### src/rtl/mul_pkg.sv
// Shared definitions for the sequential 16x16 multiplier.
//   state_t    : controller states (IDLE, MUL, DONE)
//   OP_W       : operand width (16)
//   STEP_W     : width of one partial-multiply operand (8)
//   PROD_W     : product / accumulator width (32)
//   step_shift : left shift that places the result of a given 8x8 step
package mul_pkg;

    localparam int OP_W   = 16;
    localparam int STEP_W = 8;
    localparam int PROD_W = 32;

    typedef enum logic [1:0] {
        IDLE = 2'd0,
        MUL  = 2'd1,
        DONE = 2'd2
    } state_t;

    // Steps 1 and 2 are the cross terms (lo*hi, hi*lo), both weighted by 2^8.
    function automatic logic [4:0] step_shift(input logic [1:0] step);
        logic [4:0] sh;
        unique case (step)
            2'd0:    sh = 5'd0;
            2'd1:    sh = 5'd8;
            2'd2:    sh = 5'd8;
            default: sh = 5'd16;
        endcase
        return sh;
    endfunction

endpackage

### src/rtl/dadda_8.sv
// Combinational 8x8 unsigned multiplier.
//   x : input  [7:0]  multiplicand
//   y : input  [7:0]  multiplier
//   p : output [15:0] x*y
// Partial-product rows are formed per multiplier bit and summed pairwise in a
// three-level tree; synthesis turns the row additions into its own compressor
// network, so the result is equivalent to a Dadda-style reduction.
module dadda_8
    import mul_pkg::*;
(
    input  logic [STEP_W-1:0]   x,
    input  logic [STEP_W-1:0]   y,
    output logic [2*STEP_W-1:0] p
);

    localparam int PW = 2 * STEP_W;

    logic [PW-1:0] pp [8];
    logic [PW-1:0] lvl1 [4];
    logic [PW-1:0] lvl2 [2];

    // Row gi is x weighted by 2^gi, present only when y[gi] is set.
    generate
        for (genvar gi = 0; gi < 8; gi++) begin : g_pp
            assign pp[gi] = y[gi] ? ({{STEP_W{1'b0}}, x} << gi) : {PW{1'b0}};
        end
        for (genvar gi = 0; gi < 4; gi++) begin : g_lvl1
            assign lvl1[gi] = pp[2*gi] + pp[2*gi+1];
        end
        for (genvar gi = 0; gi < 2; gi++) begin : g_lvl2
            assign lvl2[gi] = lvl1[2*gi] + lvl1[2*gi+1];
        end
    endgenerate

    // The full product of two 8-bit values always fits in 16 bits.
    assign p = lvl2[0] + lvl2[1];

endmodule

### src/rtl/mul16_seq.sv
// Sequential 16x16 unsigned multiplier built on one shared 8x8 multiplier.
// An accepted pair is multiplied in four cycles (one 8x8 step per cycle),
// accumulated into a 32-bit register, and presented with a valid/ready
// handshake. With EARLY_ZERO set, a zero operand skips the steps entirely.
//   clk       : input        rising-edge clock
//   rst_n     : input        asynchronous active-low reset
//   in_valid  : input        operand pair valid
//   in_ready  : output       pair can be accepted (IDLE only)
//   a, b      : input  [15:0] unsigned operands
//   out_valid : output       product valid (DONE only)
//   out_ready : input        consumer takes the product
//   product   : output [31:0] a*b, held while out_valid && !out_ready
//   busy      : output       high whenever not IDLE
module mul16_seq
    import mul_pkg::*;
#(
    parameter bit EARLY_ZERO = 1'b1
) (
    input  logic              clk,
    input  logic              rst_n,
    input  logic              in_valid,
    output logic              in_ready,
    input  logic [OP_W-1:0]   a,
    input  logic [OP_W-1:0]   b,
    output logic              out_valid,
    input  logic              out_ready,
    output logic [PROD_W-1:0] product,
    output logic              busy
);

    state_t              state_reg, state_next;
    logic [OP_W-1:0]     a_reg, b_reg;
    logic [PROD_W-1:0]   acc_reg;
    logic [1:0]          step_reg;

    logic                accept;
    logic                zero_pair;
    logic [STEP_W-1:0]   mul_x, mul_y;
    logic [2*STEP_W-1:0] mul_p;
    logic [PROD_W-1:0]   step_term;

    assign accept    = in_valid && (state_reg == IDLE);
    assign zero_pair = (a == '0) || (b == '0);

    // Step order: lo*lo, lo*hi, hi*lo, hi*hi (a halves on x, b halves on y).
    always_comb begin
        mul_x = step_reg[1] ? a_reg[OP_W-1:STEP_W] : a_reg[STEP_W-1:0];
        mul_y = step_reg[0] ? b_reg[OP_W-1:STEP_W] : b_reg[STEP_W-1:0];
    end

    dadda_8 u_mult (
        .x (mul_x),
        .y (mul_y),
        .p (mul_p)
    );

    assign step_term = PROD_W'(mul_p) << step_shift(step_reg);

    // State register
    always_ff @(posedge clk or negedge rst_n) begin
        if (!rst_n) begin
            state_reg <= IDLE;
        end else begin
            state_reg <= state_next;
        end
    end

    // Next-state and handshake outputs
    always_comb begin
        state_next = state_reg;
        in_ready   = 1'b0;
        out_valid  = 1'b0;
        busy       = 1'b1;
        unique case (state_reg)
            IDLE: begin
                in_ready = 1'b1;
                busy     = 1'b0;
                if (in_valid) begin
                    state_next = (EARLY_ZERO && zero_pair) ? DONE : MUL;
                end
            end
            MUL: begin
                if (step_reg == 2'd3) begin
                    state_next = DONE;
                end
            end
            DONE: begin
                out_valid = 1'b1;
                if (out_ready) begin
                    state_next = IDLE;
                end
            end
            default: begin
                state_next = IDLE;
            end
        endcase
    end

    // Operand capture, accumulator and step counter. The counter wraps from
    // 3 back to 0 on the last step, so it already reads 0 in DONE and IDLE.
    always_ff @(posedge clk or negedge rst_n) begin
        if (!rst_n) begin
            a_reg    <= '0;
            b_reg    <= '0;
            acc_reg  <= '0;
            step_reg <= '0;
        end else if (accept) begin
            a_reg    <= a;
            b_reg    <= b;
            acc_reg  <= '0;
            step_reg <= '0;
        end else if (state_reg == MUL) begin
            acc_reg  <= acc_reg + step_term;
            step_reg <= step_reg + 2'd1;
        end
    end

    assign product = acc_reg;

endmodule

### config.mk
export PLATFORM = sky130hd
export DESIGN_NAME = mul16_seq
export DESIGN_NICKNAME = d
export VERILOG_FILES = /design/src/rtl/mul_pkg.sv /design/src/rtl/dadda_8.sv /design/src/rtl/mul16_seq.sv
export SDC_FILE = /design/constraint.sdc
export NUM_CORES = 1
export LEC_CHECK = 0
export ABC_AREA = 0
export ABC_CLOCK_PERIOD_IN_PS = 8900
export CAP_MARGIN = 20
export CORE_AREA = 2 2 110 112
export DETAILED_ROUTE_END_ITERATION = 6
export DIE_AREA = 0 0 112 114
export PLACE_DENSITY_LB_ADDON = 0.15
export SLEW_MARGIN = 25
export SYNTH_ARGS = -nofsm -noshare
export SYNTH_HDL_FRONTEND = slang
export SYNTH_SLANG_ARGS = --single-unit
### constraint.sdc
create_clock -name clk -period 8.9 [get_ports clk]
set_input_delay 1.78 -clock clk [delete_from_list [all_inputs] [get_ports clk]]
set_output_delay 1.78 -clock clk [all_outputs]
set_load 0.005 [all_outputs]
**Word level (Yosys, flattened, before mapping)**

Cells that the tools add are included.

- Add/sub/neg operators: 9
- Equal/unequal tests: 8
- Shift-type cells: 1
- Multiplexer cells: 23
- Reductions and logical operators: 9

Operators with widths:

| cell | number |
|---|---|
| $add 16x16->16 | 4 |
| $mux 32 | 2 |
| $add 32x32->32 | 1 |
| $logic_not 16->1 | 2 |
| $shl 16x5->32 | 1 |
| $mux 8 | 3 |
| $add 14x15->16 | 1 |
| $add 14x16->16 | 1 |
| $mux 15 | 1 |
| $add 12x13->14 | 1 |
| $mux 14 | 1 |
| $mux 13 | 1 |
| $mux 12 | 1 |
| $mux 2 | 6 |
| $mux 11 | 1 |
| $mux 10 | 1 |
| $pmux 5 s2 | 1 |
| $mux 9 | 1 |
| $eq 2x2->1 const B | 3 |
| $ne 2x2->1 const B | 3 |
| $pmux 2 s3 | 1 |
| $eq 2x1->1 const B | 2 |
| $logic_not 2->1 | 2 |
| $mux 1 | 3 |
| 6 further kinds | 6 |

- Register bits: 68
- Input bits: 36
- Output and inout port bits: 35
- Logic and storage cells: 55

**Longest topological paths before layout**

- Depth in word-level cells: 9
- Depth in mapped cells: 30
- Gate-level depth less buffers: 28

**By module**

Synthesis repeated with hierarchy kept, for this count alone.

- Cells, all modules: 850
- Area total of the unflattened synthesis: 7124.3 um2

Modules (own cells, without submodules):

| module | instances | cells each | area an instance (um2) | seq. area each (um2) |
|---|---|---|---|---|
| mul16_seq | 1 | 607 | 4999.8 | 1701.6 |
| dadda_8 | 1 | 243 | 2124.5 | 0.0 |

**Least setup slack after synthesis**

No wires, ideal clock.

- Kind: register to register
- From: reg step_reg[1]
- To: reg acc_reg[24], in the netlist product[24]
- Library setup time: 138 ps
- Arrival time: 6999 ps
- Required time: 8762 ps
- Path slack: 1763 ps
- Stages on the path, launching flop included: 30
- Path buffers: 2
- Clock period less this slack: 7137 ps
- Cells stage by stage: dfrtp_1 clkbuf_1 mux2i_1 nor2_1 fa_1 inv_1 fa_1 inv_1 fa_1 inv_1 fa_1 inv_1 ha_1 o21a_1 o31a_1 o41a_1 a31o_1 nor2_1 xnor2_1 mux2_2 nor2_1 ha_1 buf_2 a211oi_1 o211ai_1 a221oi_1 a21boi_0 o21ai_0 xnor2_1 o22ai_1

- Word-level cells in the longest chain between the ends: 9
- Elaborated cells on any way between the ends: 25
- Classes of those cells: add/sub: 8; eq/ne: 2; shift: 1; mux: 12; reduce/logical: 2

Ends and longest elaborated chain:

| element | RTL line | RTL |
|---|---|---|
| start, declared | mul16_seq.sv:34 | `logic [1:0] step_reg;` |
| start signal, assigned | mul16_seq.sv:114 | `step_reg <= step_reg + 2'd1;` |
| $mux 8 | mul16_seq.sv:47 | `mul_x = step_reg[1] ? a_reg[OP_W-1:STEP_W] : a_reg[STEP_W-1:0];` |
| $mux 8 (tied with other cells) | dadda_8.sv:25 | `assign pp[gi] = y[gi] ? ({{STEP_W{1'b0}}, x} << gi) : {PW{1'b0}};` |
| $add 16x16->16 (tied with other cells) | dadda_8.sv:28 | `assign lvl1[gi] = pp[2*gi] + pp[2*gi+1];` |
| $add 16x16->16 / $add 14x16->16 (equally long branches) | dadda_8.sv:31 | `assign lvl2[gi] = lvl1[2*gi] + lvl1[2*gi+1];` |
| $add 16x16->16 | dadda_8.sv:36 | `assign p = lvl2[0] + lvl2[1];` |
| $shl 16x5->32 (*) | mul16_seq.sv:57 | `assign step_term = PROD_W'(mul_p) << step_shift(step_reg);` |
| $add 32x32->32 (*) | mul16_seq.sv:113 | `acc_reg <= acc_reg + step_term;` |
| $mux 32 (*) | mul16_seq.sv:112 | `end else if (state_reg == MUL) begin` |
| $mux 32 (*) | mul16_seq.sv:107 | `end else if (accept) begin` |
| end signal, assigned | mul16_seq.sv:113 |  |
| end, declared | mul16_seq.sv:33 | `logic [PROD_W-1:0] acc_reg;` |

Mark *: on every way between the ends. The rest lies on a longest branch, timed or not. The select of a mux whose other input is x is not followed.
A chain may end at the register's enable or synchronous reset.

**Worst setup path in the final report**

- From: reg step_reg[1]
- To: reg acc_reg[25], in the netlist product[25]

The elaborated chain is that of the path after synthesis.

==> key figures <==
Run status
  • Status: complete, no violations

Clock tree
  • CTS tree: built
  • H-tree levels: 3
  • Post-CTS Setup Inserts: 0
  • Clk sinks: 68
  • CTS buffer count: 9
  • Clk_lat worst skew: 0.36 ns
  • Clock Tree Root: clkbuf_16
  • Clock buffer depth: 2
  • Cts repair resizes: 0
  • Clock transition at path regs: 0.06 ns
  • Post-CTS Hold Fix Bufs: 0

Final layout
  • Commonest non-fill, non-tap cell in the layout: nor2_1
  • Fin cells: 954
  • Share of layout cells above drive strength 1: 0.103
  • Most frequent cells in the layout: 81 x nor2_1, 69 x clkdlybuf4s50_1, 68 x dfrtp_1, 64 x nand2_1, 64 x ha_1
  • Max reg flops: 32
  • Area Overhead vs Synth: 17.0%
  • Fillers: 993
  • Nets@finish: 941
  • Antenna Diode Count: 0

Floorplan
  • Ports: 71
  • Chip height: 114 um
  • Core footprint: 11,700 um^2
  • Rows: 40
  • Starting Density: 0.570
  • Die Wd: 112 um
  • Total die area: 12,800 um^2

Drt
  • DRC: 0
  • Post-route ant nets: 0
  • Routed wire per std cell: 18.6 um
  • Routed vias: 5,745
  • DR pass1 iterations: 6
  • Detailed-route wire length: 17,700 um
  • Via/cell ratio: 6.02
  • Initial DRC Count: 403

Timing
  • Worst clock skew: 0.0106 ns
  • RSZ-0062 raised after global routing: false
  • Final setup violation count: 0
  • Setup TNS: 0 ns
  • Worst-Margin Slew: 0.900 ns
  • Slew HR: 0.400
  • Tcrit/Tclk final: 0.898
  • Final Critical Period: 7.99 ns
  • Final Max Tran Viols: 0
  • Hold Vio Cnt, Final: 0
  • Max Clk Rate: 125 MHz

Synthesis
  • Synthesized net count: 880
  • Syn Inst Count: 741
  • Synth top area cells: dfrtp_1 26%, ha_1 12%, fa_1 12%, mux2_2 6.1%, nor2_1 4.6%
  • Unique masters post-synth: 60
  • Post-synthesis register bit count: 68
  • Synth top area share: 0.255
  • Syn_area_per_cell: 9.00 um^2
  • Warnings from Yosys: 0
  • Sequential element share of the synthesized area: 0.255
  • Async S/R FF share, synth: 1.00
  • Area leader, netlist: dfrtp_1
  • Post-synth top flop: dfrtp_1
  • Netlist area before placement: 6670 um^2
  • Post-synth EDFFs: 0

Setup path
  • Kind of critical path: register to register
  • Startpoint types: register
  • Reg2Reg Depth: 24
  • RR Endpoint: product[25]
  • RR Startpoint: step_reg[1]
  • Worst path arrival time: 8.19 ns
  • CP bufs+invs: 0
  • Worst setup path startpoint: step_reg[1]
  • Critical-path cell list: mux2i_1 -> nor2_1 -> fa_1 -> fa_1 -> fa_1 -> fa_1 -> ha_1 -> nor2b_1 -> o31a_1 -> o41a_1 -> a31o_1 -> nor2_1 -> xnor2_1 -> mux2_2 -> nor2_1 -> ha_1 -> and3_1 -> and4_1 -> o21ai_0 -> o311ai_0 -> nand3_1 -> nand2_1 -> xnor2_1 -> o22ai_1
  • CP max-delay cell: mux2i_1
  • Critical-path maximum fanout: 12
  • Most used cell along the critical path: fa_1
  • Setup slack, reg-to-reg: 0.91 ns
  • Largest stage delay, worst path: 0.78 ns
  • CP top delay family: adder cells
  • Worst EP required: 9.10 ns
  • CP Depth: 24
  • Crit path capture: product[25]
  • Crit. End Element: register

Global routing
  • GRT Util Overall: 0.284
  • Total gr overflow: 0
  • Vias in the first global route: 5,509
  • Largest net degree at the start of global routing: 69
  • First-pass GRT wire length: 28,600 um
  • Initial antenna violation count: 0

Placed design
  • Routability cong.: 0.968
  • Inst Count DP: 938
  • IO Port Bufs: 70
  • Detailed placement HPWL: 13,800 um

Hold path
  • HP Class: register to register

Flow run
  • Max Cap Violations: 0
[cell type report]
| cell class | count | area, um^2 | share of cell area |
|---|---|---|---|
| Clock buffer | 9 | 225 | 0.0289 |
| Multi-Input combinational cell | 598 | 4690 | 0.601 |
| Sequential cell | 68 | 1700 | 0.218 |
| Timing Repair Buffer | 75 | 733 | 0.0940 |
| Inverter | 50 | 188 | 0.0241 |
| Tap cell | 147 | 184 | 0.0236 |
| Clock inverter | 7 | 82.6 | 0.0106 |
[worst min path at each step]
| stage | start | to | slack, ns | cells after the start |
|---|---|---|---|---|
| after floorplan | b_reg[0] | b_reg[0] | 0.48 | 1 |
| after detailed placement | b_reg[1] | b_reg[1] | 0.50 | 1 |
| final | a_reg[10] | a_reg[10] | 0.51 | 1 |
| after CTS | b_reg[1] | b_reg[1] | 0.51 | 1 |
| after global placement | a_reg[0] | a_reg[0] | 0.49 | 1 |
| after global routing | a_reg[6] | a_reg[6] | 0.53 | 1 |
[per-layer routing]
layer	track usage	routed length (um)
met1	0.428	8670
met2	0.421	7760
met3	0.0521	1070
met4	0.0772	225
met5	0	0
[cells in the mapped netlist (all sizes together), types with 2 or more instances]
cell	count
nand2b	4
a211oi	9
mux2	36
a21boi	2
and4	2
or4b	2
nor2	82
xor2	16
nor3b	5
nor2b	6
nor4	10
o311ai	2
a221oi	2
fa	39
and3	5
buf	3
o22ai	15
o21ai	42
a21o	16
a22o	5
o21bai	2
or3	2
nand3	13
o211ai	8
mux2i	19
inv	50
xnor2	19
o21a	3
a31oi	7
and2	10
dfrtp	68
ha	64
a21oi	36
a311oi	2
or2	18
nor3	7
o2111ai	2
nand2	64
o31ai	3
nand4	6
clkbuf	22
[logic make-up after synthesis]
logic type,share of synthesized area
flops,0.255
simple gates,0.168
buf+inv,0.0428
xor+xnor,0.0459
mux,0.0893
compound gates,0.162
fa+ha+maj,0.237
[through the flow]
stage	utilization	hold slack (ns)	cell area, um^2	setup slack (ns)
detailed placement	0.640	0.499	7490	1.04
global route	0.666	0.533	7800	0.532
CTS	0.666	0.513	7800	1.00
global placement	0.640	0.494	7490	1.16
finish	0.666	0.512	7800	0.911
floorplan	-	0.480	6670	1.76
Power is not shown: default switching activity piles up to over one toggle a cycle in this logic, so the estimate is an artifact.
